`src/rtl/falafel_pkg.sv`:
```
// falafel_pkg: shared widths, allocator entry type and queue-ID helper
package falafel_pkg;

   localparam int DATA_W       = 8;
   localparam int MSG_ID_SIZE  = 4;
   localparam int INBUF_MAX_CH = 2 ** MSG_ID_SIZE;

   typedef struct packed {
      logic [MSG_ID_SIZE-1:0] queue_id;
      logic [DATA_W-1:0]      data;
   } alloc_entry_t;

   function automatic logic [MSG_ID_SIZE-1:0] ch_queue_id(input logic [MSG_ID_SIZE-1:0] base, input int idx);
      return base + MSG_ID_SIZE'(idx);
   endfunction

endpackage

```
`src/rtl/falafel_rr_arbiter.sv`:
```
// falafel_rr_arbiter: round-robin grant over NUM_CH requesters, owns the RR pointer
module falafel_rr_arbiter #(
   parameter int NUM_CH = 2,
   localparam int IDX_W = (NUM_CH > 1) ? $clog2(NUM_CH) : 1
) (
   input  logic              clk_i,
   input  logic              rst_i,
   input  logic [NUM_CH-1:0] req_i,
   input  logic              advance_i,
   output logic [NUM_CH-1:0] gnt_o,
   output logic [IDX_W-1:0]  gnt_idx_o
);

   logic [IDX_W-1:0] ptr_q, ptr_d;

   // Pick the first requester at or after the pointer; nearer offsets are assigned last and win
   always_comb begin
      gnt_idx_o = '0;
      for (int k = NUM_CH - 1; k >= 0; k--)
         for (int n = 0; n < NUM_CH; n++)
            if (req_i[n] && n == (int'(ptr_q) + k) % NUM_CH) gnt_idx_o = IDX_W'(n);
      gnt_o = (|req_i) ? (NUM_CH'(1) << gnt_idx_o) : '0;
      ptr_d = (advance_i && |req_i) ? ((int'(gnt_idx_o) == NUM_CH - 1) ? '0 : gnt_idx_o + 1'b1) : ptr_q;
   end

   // Pointer moves past the winner only when a grant is consumed
   always_ff @(posedge clk_i or posedge rst_i) begin
      if (rst_i) ptr_q <= '0;
      else       ptr_q <= ptr_d;
   end

endmodule

```
`src/rtl/falafel_multi_input_buffer.sv`:
```
// falafel_multi_input_buffer: per-channel FIFOs merged round-robin onto one registered alloc_entry_t stream (FALAFEL_INBUF_OCCUPANCY_EN adds occupancy_o/drop_err_o)
module falafel_multi_input_buffer
   import falafel_pkg::*;
#(
   parameter int                     NUM_CH        = 2,
   parameter int                     FIFO_DEPTH    = 2,
   parameter logic [MSG_ID_SIZE-1:0] BASE_QUEUE_ID = MSG_ID_SIZE'(0)
) (
   input  logic                     clk_i,
   input  logic                     rst_i,
   input  logic [NUM_CH-1:0]        req_val_i,
   output logic [NUM_CH-1:0]        req_rdy_o,
   input  logic [NUM_CH*DATA_W-1:0] req_data_i,
   output logic                     buffered_req_val_o,
   input  logic                     buffered_req_rdy_i,
   output alloc_entry_t             buffered_req_data_o
`ifdef FALAFEL_INBUF_OCCUPANCY_EN
   ,
   output logic [NUM_CH*$clog2(FIFO_DEPTH+1)-1:0] occupancy_o,
   output logic [NUM_CH-1:0]                      drop_err_o
`endif
);

   localparam int PTR_W = $clog2(FIFO_DEPTH);
   localparam int CNT_W = $clog2(FIFO_DEPTH + 1);
   localparam int IDX_W = (NUM_CH > 1) ? $clog2(NUM_CH) : 1;

   if (NUM_CH < 1 || FIFO_DEPTH < 2 || int'(BASE_QUEUE_ID) + NUM_CH > INBUF_MAX_CH) begin : g_bad_cfg
      $error("falafel_multi_input_buffer: illegal NUM_CH/FIFO_DEPTH/BASE_QUEUE_ID");
   end

   logic [NUM_CH-1:0] nonempty;
   logic [NUM_CH-1:0] gnt;
   logic [IDX_W-1:0]  gnt_idx;
   logic [DATA_W-1:0] head [NUM_CH];
   logic              load_en;
   logic              val_q, val_d;
   alloc_entry_t      data_q, data_d;

   assign load_en = !val_q || buffered_req_rdy_i;

   for (genvar c = 0; c < NUM_CH; c++) begin : g_ch
      logic [PTR_W-1:0]  wr_q, wr_d, rd_q, rd_d;
      logic [CNT_W-1:0]  cnt_q, cnt_d;
      logic [DATA_W-1:0] mem_q [FIFO_DEPTH];
      logic              push, pop;

      assign req_rdy_o[c] = cnt_q != CNT_W'(FIFO_DEPTH);
      assign nonempty[c]  = cnt_q != '0;
      assign push         = req_val_i[c] && req_rdy_o[c];
      assign pop          = load_en && gnt[c];
      assign head[c]      = mem_q[rd_q];

      // Pointer wrap at FIFO_DEPTH and count tracking for this channel
      always_comb begin
         wr_d  = push ? ((wr_q == PTR_W'(FIFO_DEPTH - 1)) ? '0 : wr_q + 1'b1) : wr_q;
         rd_d  = pop ? ((rd_q == PTR_W'(FIFO_DEPTH - 1)) ? '0 : rd_q + 1'b1) : rd_q;
         cnt_d = cnt_q + CNT_W'(push) - CNT_W'(pop);
      end

      // FIFO control state, cleared by reset so buffered entries are discarded
      always_ff @(posedge clk_i or posedge rst_i) begin
         if (rst_i) begin
            wr_q  <= '0;
            rd_q  <= '0;
            cnt_q <= '0;
         end else begin
            wr_q  <= wr_d;
            rd_q  <= rd_d;
            cnt_q <= cnt_d;
         end
      end

      // Payload storage needs no reset; only slots below the count are ever read
      always_ff @(posedge clk_i) begin
         if (push) mem_q[wr_q] <= req_data_i[c*DATA_W +: DATA_W];
      end

`ifdef FALAFEL_INBUF_OCCUPANCY_EN
      logic drop_q;

      assign occupancy_o[c*CNT_W +: CNT_W] = cnt_q;
      assign drop_err_o[c]                 = drop_q;

      // Sticky record of a valid presented while the FIFO was full
      always_ff @(posedge clk_i or posedge rst_i) begin
         if (rst_i) drop_q <= 1'b0;
         else       drop_q <= drop_q || (req_val_i[c] && !req_rdy_o[c]);
      end
`endif
   end

   falafel_rr_arbiter #(.NUM_CH(NUM_CH)) u_arb (
      .clk_i     (clk_i),
      .rst_i     (rst_i),
      .req_i     (nonempty),
      .advance_i (load_en),
      .gnt_o     (gnt),
      .gnt_idx_o (gnt_idx)
   );

   // Output register refills whenever it is empty or being consumed; holds during stall
   always_comb begin
      val_d  = load_en ? |nonempty : val_q;
      data_d = (load_en && |nonempty) ? {ch_queue_id(BASE_QUEUE_ID, int'(gnt_idx)), head[gnt_idx]} : data_q;
   end

   // Registered output stage, so no input reaches the output combinationally
   always_ff @(posedge clk_i or posedge rst_i) begin
      if (rst_i) begin
         val_q  <= 1'b0;
         data_q <= '0;
      end else begin
         val_q  <= val_d;
         data_q <= data_d;
      end
   end

   assign buffered_req_val_o  = val_q;
   assign buffered_req_data_o = data_q;

endmodule

```
`config.mk`:
```
export PLATFORM = sky130hd
export DESIGN_NAME = falafel_multi_input_buffer
export DESIGN_NICKNAME = d
export VERILOG_FILES = /design/src/rtl/falafel_pkg.sv /design/src/rtl/falafel_rr_arbiter.sv /design/src/rtl/falafel_multi_input_buffer.sv
export SDC_FILE = /design/constraint.sdc
export NUM_CORES = 1
export LEC_CHECK = 0
export CORE_MARGIN = 2
export CORE_UTILIZATION = 51
export DETAILED_ROUTE_END_ITERATION = 8
export PLACE_DENSITY = 0.76
export RECOVER_POWER = 50
export SYNTH_ARGS = -nofsm -noshare
export SYNTH_HDL_FRONTEND = slang
export SYNTH_SLANG_ARGS = --single-unit
```
`constraint.sdc`:
```
create_clock -name clk_i -period 2 [get_ports clk_i]
set_clock_uncertainty 0.05 [all_clocks]
set_input_delay 0.6 -clock clk_i [delete_from_list [all_inputs] [get_ports clk_i]]
set_output_delay 0.6 -clock clk_i [all_outputs]
set_load 0.005 [all_outputs]
```
==> results of run 1 <==
## per-stage QoR
stage | power, uW | setup slack, ns | instances | hold WS (ns)
2_1_floorplan | 2490 | 0.0627 | 131 | 0.410
3_3_place_gp | 2970 | -0.273 | 213 | 0.423
3_5_place_dp | 3050 | -0.343 | 213 | 0.436
4_1_cts | 3790 | 0.0213 | 223 | 0.451
5_1_grt | 3980 | 0.00132 | 223 | 0.475
6_report | 3720 | 0.0485 | 223 | 0.445
## power groups by stage
stage / Sequential, uW / Clock, uW / Combinational, uW
floorplan: 1690 / 0 / 792
global placement: 1770 / 0 / 1200
detailed placement: 1790 / 0 / 1260
CTS: 1740 / 691 / 1350
global route: 1790 / 731 / 1460
finish: 1740 / 670 / 1310
## flip-flops by register name (all words and copies together), names as in the netlist
register and flops:
g_ch.mem_q 32, g_ch.wr_q 2, g_ch.rd_q 2, buffered_req_val_o 1, g_ch.cnt_q 4, u_arb.ptr_q 1, buffered_req_data_o 9
## cell usage in the layout, fill, tap and decap left out, types with 3 or more instances in the layout
cell             Yosys  layout
clkdlybuf4s50_1      0      12
conb_1               1       3
xnor2_1              8       7
mux2i_1             16      16
dfrtp_1             19      17
edfxtp_1            32      32
clkbuf_8             0       5
dlygate4sd3_1        0      18
o21ai_0             10      11
buf_4                3       9
nor2_1               3       3
nand2_1              4       4
o221ai_1             8       8
inv_1                5       5
ha_1                 4       4
## routing by layer
layer | vias up | track usage (%)
met5 | - | 0
met4 | 0 | 6.89
met3 | 5 | 5.00
met2 | 37 | 33.9
met1 | 596 | 22.5
li1 | 566 | -
## how the worst max path moves through the flow
stage | endpoint | slack [ns] | depth (start not counted)
floorplan | g_ch[1].cnt_q[1] | 0.06 | 9
global placement | g_ch[1].cnt_q[1] | -0.27 | 9
detailed placement | g_ch[1].cnt_q[1] | -0.34 | 9
CTS | g_ch[1].cnt_q[1] | 0.02 | 9
global route | req_rdy_o[1] | 0.001 | 2
finish | req_rdy_o[1] | 0.05 | 2
## final cells by class
type | count | area (um^2)
Fill cell | 288 | 1160
Clock buffer | 5 | 68.8
Inverter | 5 | 18.8
Sequential cell | 51 | 1440
Multi-Input combinational cell | 68 | 557
Clock inverter | 3 | 38.8
Tap cell | 48 | 60.1
Timing Repair Buffer | 43 | 400
## repair_timing
action | CTS | global route
gates resized for setup | 4 | 3
pin swaps | 0 | 1
endpoints found under the setup margin | 4 | 3
setup buffers | 2 | 0
hold buffers | 0 | 0
## cells by family (layout without fill, tap and decap cells)
group | count (synthesis) | in the layout | synth area share [%]
DFF | 51 | 51 | 70.5
AOI/OAI and AO/OA | 22 | 22 | 7.86
muxes | 16 | 16 | 7.86
and+or+nand+nor | 15 | 15 | 4.48
buffers and inverters | 12 | 56 | 3.25
xor gates and xnor gates | 8 | 8 | 3.44
adders and majority gates | 4 | 4 | 2.46
other | 1 | 3 | 0.184
## worst max-delay path, cell delays in order, from the launching register on
cell and delay (ns):
dfrtp_2 0.44, nand2b_4 0.08, clkdlybuf4s50_1 0.49
==> flow_summary.json, run 1 <==
{
  "synth_top_area_share_pct": 47.1,
  "p_switching_uw": 1140,
  "fp.coreArea_um2": 3740,
  "grt_max_degree": 20,
  "synthToLayoutAreaGrowth_pct": 26.7,
  "yosysUniqueCellTypes": 24,
  "grt_usage_pct": 19.2,
  "avgSynthCellArea_um2": 15.8,
  "hold_viol": 0,
  "fmax_mhz": 512,
  "die_x_um": 67.2,
  "finalSetupViolCount": 0,
  "rrSetupSlack_ns": 0.20,
  "clk_path_buf_depth": 2,
  "drt-initial-drc-count": 68,
  "vias": 1204,
  "synth-seq-cells": 51,
  "fin_setup_tns_ns": 0,
  "synth_area_leaders": "edfxtp_1 47%, dfrtp_1 23%, mux2i_1 7.9%",
  "p_int_uw": 2590,
  "ys.warnings.count": 0,
  "p_clk_share_pct": 18.0,
  "drive_gt1_share_pct": 14.3,
  "final_core_util_pct": 69.0,
  "r2r-end": "g_ch[0].cnt_q[1]",
  "synth_edf_count": 32,
  "critical_path_required_ns": 1.35,
  "async_flop_share_pct": 37.3,
  "synth_top_area_cell": "edfxtp_1",
  "pin_count": 36,
  "antenna_found_initial": 0,
  "p_leak_uw": 0.00104,
  "wire_per_inst_um": 16.1,
  "hold_path_startpoint": "g_ch[0].wr_q",
  "num_rows": 22,
  "drv_slew": 0,
  "cp_data_arrival_time_ns": 1.30,
  "pwr-share-comb_pct": 35.3,
  "gr-total-overflow": 0,
  "drcViolationCount": 0,
  "ff2ff_path_depth": 9,
  "hpwl_mm": 2.58,
  "worstSetupPathType": "flop to output port",
  "routabilityCongestion": 0.721,
  "place_area_um2": 2450,
  "met3_wirelength_um": 164,
  "wl_met2_mm": 1.90,
  "slew_headroom_pct": 32.7,
  "drt-total-wl_mm": 3.60,
  "period_needed_ns": 1.95,
  "final_area_um2": 2580,
  "clk_pin_slew_ns": 0.09,
  "powerDensity_nw_per_um2": 1440,
  "post-route-period-util_pct": 97.6,
  "ys.flop_type": "edfxtp_1",
  "ys_seq_area_share_pct": 70.5,
  "hold_path_class": "flop to flop",
  "r2r_start": "g_ch[1].cnt_q[1]",
  "grt_pass1_vias": 1257,
  "io_buffers": 32,
  "chipHeight_um": 67.2,
  "die-area_um2": 4520,
  "synthCells": 129,
  "maxCapViolCount": 0,
  "nets": 199,
  "insertion_delay_ns": 0.30,
  "worstHoldPathCells": 1,
  "ant_nets": 0,
  "start_util_pct": 54.4,
  "worst_slew_pin_slew_ns": 1.01,
  "routedLengthMet1_mm": 1.50,
  "syn_area_um2": 2040,
  "grt_pass1_wl_mm": 6.12,
  "cp-start-kind": "flop",
  "cts-buffers-inserted": 5,
  "swShare_pct": 30.5,
  "topRoutingLayerUsed": "met4",
  "drt-pass1-iter-count": 4,
  "synth_most_common_cell": "edfxtp_1",
  "root_buffer": "clkbuf_8",
  "cts_tree": "yes",
  "cts_max_level": 2,
  "rsz0062_at_grt": "false",
  "cp_max_fo": 3,
  "outcome": "finished, final reports clean",
  "cp-startpoint": "g_ch[1].cnt_q[1]",
  "synth_common_cells": "32 x edfxtp_1, 19 x dfrtp_1, 16 x mux2i_1",
  "hold_path_end": "g_ch[0].wr_q",
  "antenna_cells": 0,
  "ir_drop_v": 0.000631,
  "vias_per_cell": 5.40,
  "pwr-share-seq_pct": 46.7,
  "cts.sinks": 51,
  "endpoint_kind": "output port"
}
No activity file was read; power rests on OpenSTA's default activity.
==> inputs of run 2 (changes only) <==
--- a/config.mk
+++ b/config.mk
@@ -6,10 +6,12 @@
 export NUM_CORES = 1
 export LEC_CHECK = 0
 export CORE_MARGIN = 2
-export CORE_UTILIZATION = 51
+export CORE_UTILIZATION = 47
 export DETAILED_ROUTE_END_ITERATION = 8
-export PLACE_DENSITY = 0.76
+export PLACE_DENSITY = 0.7
 export RECOVER_POWER = 50
+export SLEW_MARGIN = 20
 export SYNTH_ARGS = -nofsm -noshare
 export SYNTH_HDL_FRONTEND = slang
+export SYNTH_HIERARCHICAL = 1
 export SYNTH_SLANG_ARGS = --single-unit
==> flow_summary.json, run 2 <==
{
  "outcome": "finished, final reports clean",
  "p_clk_share_pct": 14.0,
  "cp_data_arrival_time_ns": 1.30,
  "cp_slowest_stage_delay_ns": 0.49,
  "drv_slew": 0,
  "root_buffer": "clkbuf_8",
  "drcViolationCount": 0,
  "grt_pass1_wl_mm": 5.89,
  "fin_setup_tns_ns": 0,
  "io_buffers": 32,
  "ys_seq_area_share_pct": 68.2,
  "p_leak_uw": 0.00112,
  "yosysUniqueCellTypes": 26,
  "p_switching_uw": 1240,
  "synth_most_common_cell": "edfxtp_1",
  "r2r-end": "g_ch[1].cnt_q[1]",
  "fp.coreArea_um2": 4320,
  "final_cell_mix": "32 x edfxtp_1, 24 x mux2i_1, 20 x buf_4",
  "worstPathCellList": "nand2b_4 -> clkdlybuf4s50_1",
  "maxCapViolCount": 0,
  "async_flop_share_pct": 37.3,
  "pwr-share-seq_pct": 43.8,
  "num-fill-cells": 317,
  "synthToLayoutAreaGrowth_pct": 30.2,
  "synth_common_cells": "32 x edfxtp_1, 24 x mux2i_1, 19 x dfrtp_1",
  "die_x_um": 70.9,
  "antenna_found_initial": 0,
  "hold_path_end": "buffered_req_data_o[0]",
  "worstHoldPathCells": 1,
  "antenna_cells": 0,
  "endpoint_kind": "output port",
  "cts-buffers-inserted": 5,
  "drive_gt1_share_pct": 21.1,
  "synth_top_area_share_pct": 45.6,
  "period_needed_ns": 1.95,
  "pwr-share-comb_pct": 42.2,
  "hpwl_mm": 2.65,
  "multiInputGateArea_um2": 649,
  "cts_tree": "yes",
  "clk_path_buf_depth": 2,
  "hold_viol": 0,
  "post-route-period-util_pct": 97.3,
  "cp_max_fo": 2,
  "rsz0062_at_grt": "true",
  "critPathTopFamily": "buffers and inverters",
  "ir_drop_v": 0.000606,
  "wire_per_inst_um": 14.8,
  "vias": 1208,
  "synth_area_leaders": "edfxtp_1 46%, dfrtp_1 23%, mux2i_1 11%",
  "hold_path_startpoint": "buffered_req_data_o[0]",
  "syn_area_um2": 2110,
  "ant_nets": 0,
  "powerDensity_nw_per_um2": 1450,
  "swShare_pct": 31.2,
  "cts_hold_buf": 0,
  "cts_max_level": 2,
  "drt-total-wl_mm": 3.58,
  "synth-seq-cells": 51,
  "synthCells": 132,
  "vias_per_cell": 4.99,
  "place_inst": 226,
  "pin_count": 36,
  "layoutNonFillerInstCount": 242,
  "nets": 212,
  "drt-initial-drc-count": 53,
  "synth_edf_count": 32,
  "avgSynthCellArea_um2": 16.0,
  "clk_pin_slew_ns": 0.09,
  "grt_max_degree": 19,
  "die-area_um2": 5030,
  "finalSetupViolCount": 0,
  "r2r_start": "g_ch[0].cnt_q[0]",
  "cp-start-kind": "flop",
  "grt_pass1_vias": 1291,
  "rrSetupSlack_ns": 0.09,
  "hold_path_class": "flop to flop",
  "ys.flop_type": "edfxtp_1",
  "ys.warnings.count": 6,
  "critical_path_required_ns": 1.35,
  "insertion_delay_ns": 0.29,
  "start_util_pct": 48.7,
  "p_int_uw": 2730,
  "top_register": "g_ch.mem_q",
  "synth_top_area_cell": "edfxtp_1",
  "crit_buf_inv": 1,
  "cts.sinks": 51,
  "fmax_mhz": 514,
  "drt-pass1-iter-count": 4,
  "grt_usage_pct": 15.9,
  "worstSetupPathType": "flop to output port",
  "largest_reg_flops": 32,
  "num_rows": 24,
  "gr-total-overflow": 0,
  "seq_area_um2": 1440,
  "ff2ff_path_depth": 8,
  "cp_slowest_cell": "clkdlybuf4s50_1",
  "chipHeight_um": 70.9,
  "routabilityCongestion": 0.821,
  "layout_commonest_cell": "edfxtp_1"
}
-- run 2: cell count changes in the layout (fill, tap and decap cells not counted), sizes merged, moves of 3 or more --
cell and delta:
a21boi +3, buf +11, mux2 +9, mux2i +8, o21ai -11, o221ai -9
-- run 2: routing by layer --
layer  routed length (um)  up-vias  track usage, %
met4                   53        0            5.66
met2                 2010       30            29.1
met5                    0        -               0
met1                 1370      590            17.8
met3                  151        7            4.13
li1                     -      581               -
-- run 2: cell families after synthesis --
| logic type | Yosys count | share of synthesized area [%] |
|---|---|---|
| DFF | 51 | 68.2 |
| muxes | 33 | 16.2 |
| and+or+nand+nor | 16 | 4.87 |
| buffers and inverters | 12 | 2.85 |
| xor gates and xnor gates | 10 | 4.16 |
| AOI/OAI and AO/OA | 7 | 2.32 |
| adders and majority gates | 2 | 1.19 |
| other | 1 | 0.178 |
-- run 2: worst max-delay path by stage --
stage,slack (ns),end,startpoint,depth (start not counted)
finish,0.05,req_rdy_o[0],g_ch[0].cnt_q[1],2
global route,-0.03,g_ch[1].cnt_q[1],g_ch[0].cnt_q[0],8
CTS,0.01,req_rdy_o[1],g_ch[1].cnt_q[1],2
detailed placement,-0.12,g_ch[0].cnt_q[1],buffered_req_rdy_i,8
global placement,-0.04,g_ch[1].cnt_q[1],buffered_req_rdy_i,8
floorplan,0.17,g_ch[0].cnt_q[1],g_ch[1].cnt_q[1],7
-- run 2: timing repair --
item / 4_1_cts / 5_1_grt
gates resized for setup: 4 / 6
buffers inserted: 7 / 1
cloned: 0 / 0
endpoints found under the setup margin: 2 / 4
pin swaps: 0 / 1
-- run 2: power by group through the flow --
stage                     sequential, uW  combinational [uW]  clock [uW]
after floorplan                     1670                 969           0
after global placement              1780                1420           0
after detailed placement            1790                1490           0
after CTS                           1730                1660         579
after global routing                1780                1840         628
final                               1740                1670         556
-- run 2: stage by stage --
step / util [%] / setup WS (ns) / hold WS (ns) / area, um^2 / power (uW)
global placement: 59.6 / -0.0392 / 0.416 / 2580 / 3200
global route: 63.4 / -0.0283 / 0.468 / 2740 / 4250
CTS: 63.0 / 0.0123 / 0.410 / 2730 / 3980
finish: 63.4 / 0.0537 / 0.438 / 2740 / 3970
detailed placement: 59.6 / -0.117 / 0.425 / 2580 / 3280
floorplan: - / 0.172 / 0.279 / 2110 / 2640
-- run 2: final cells by class --
type	count	area share, %
clock inverters	2	0.456
inverters	6	0.822
clock buffers	6	2.65
repair buffers	54	17.5
flip-flops and latches	51	52.5
well taps	52	2.37
multi-input cells	71	23.7
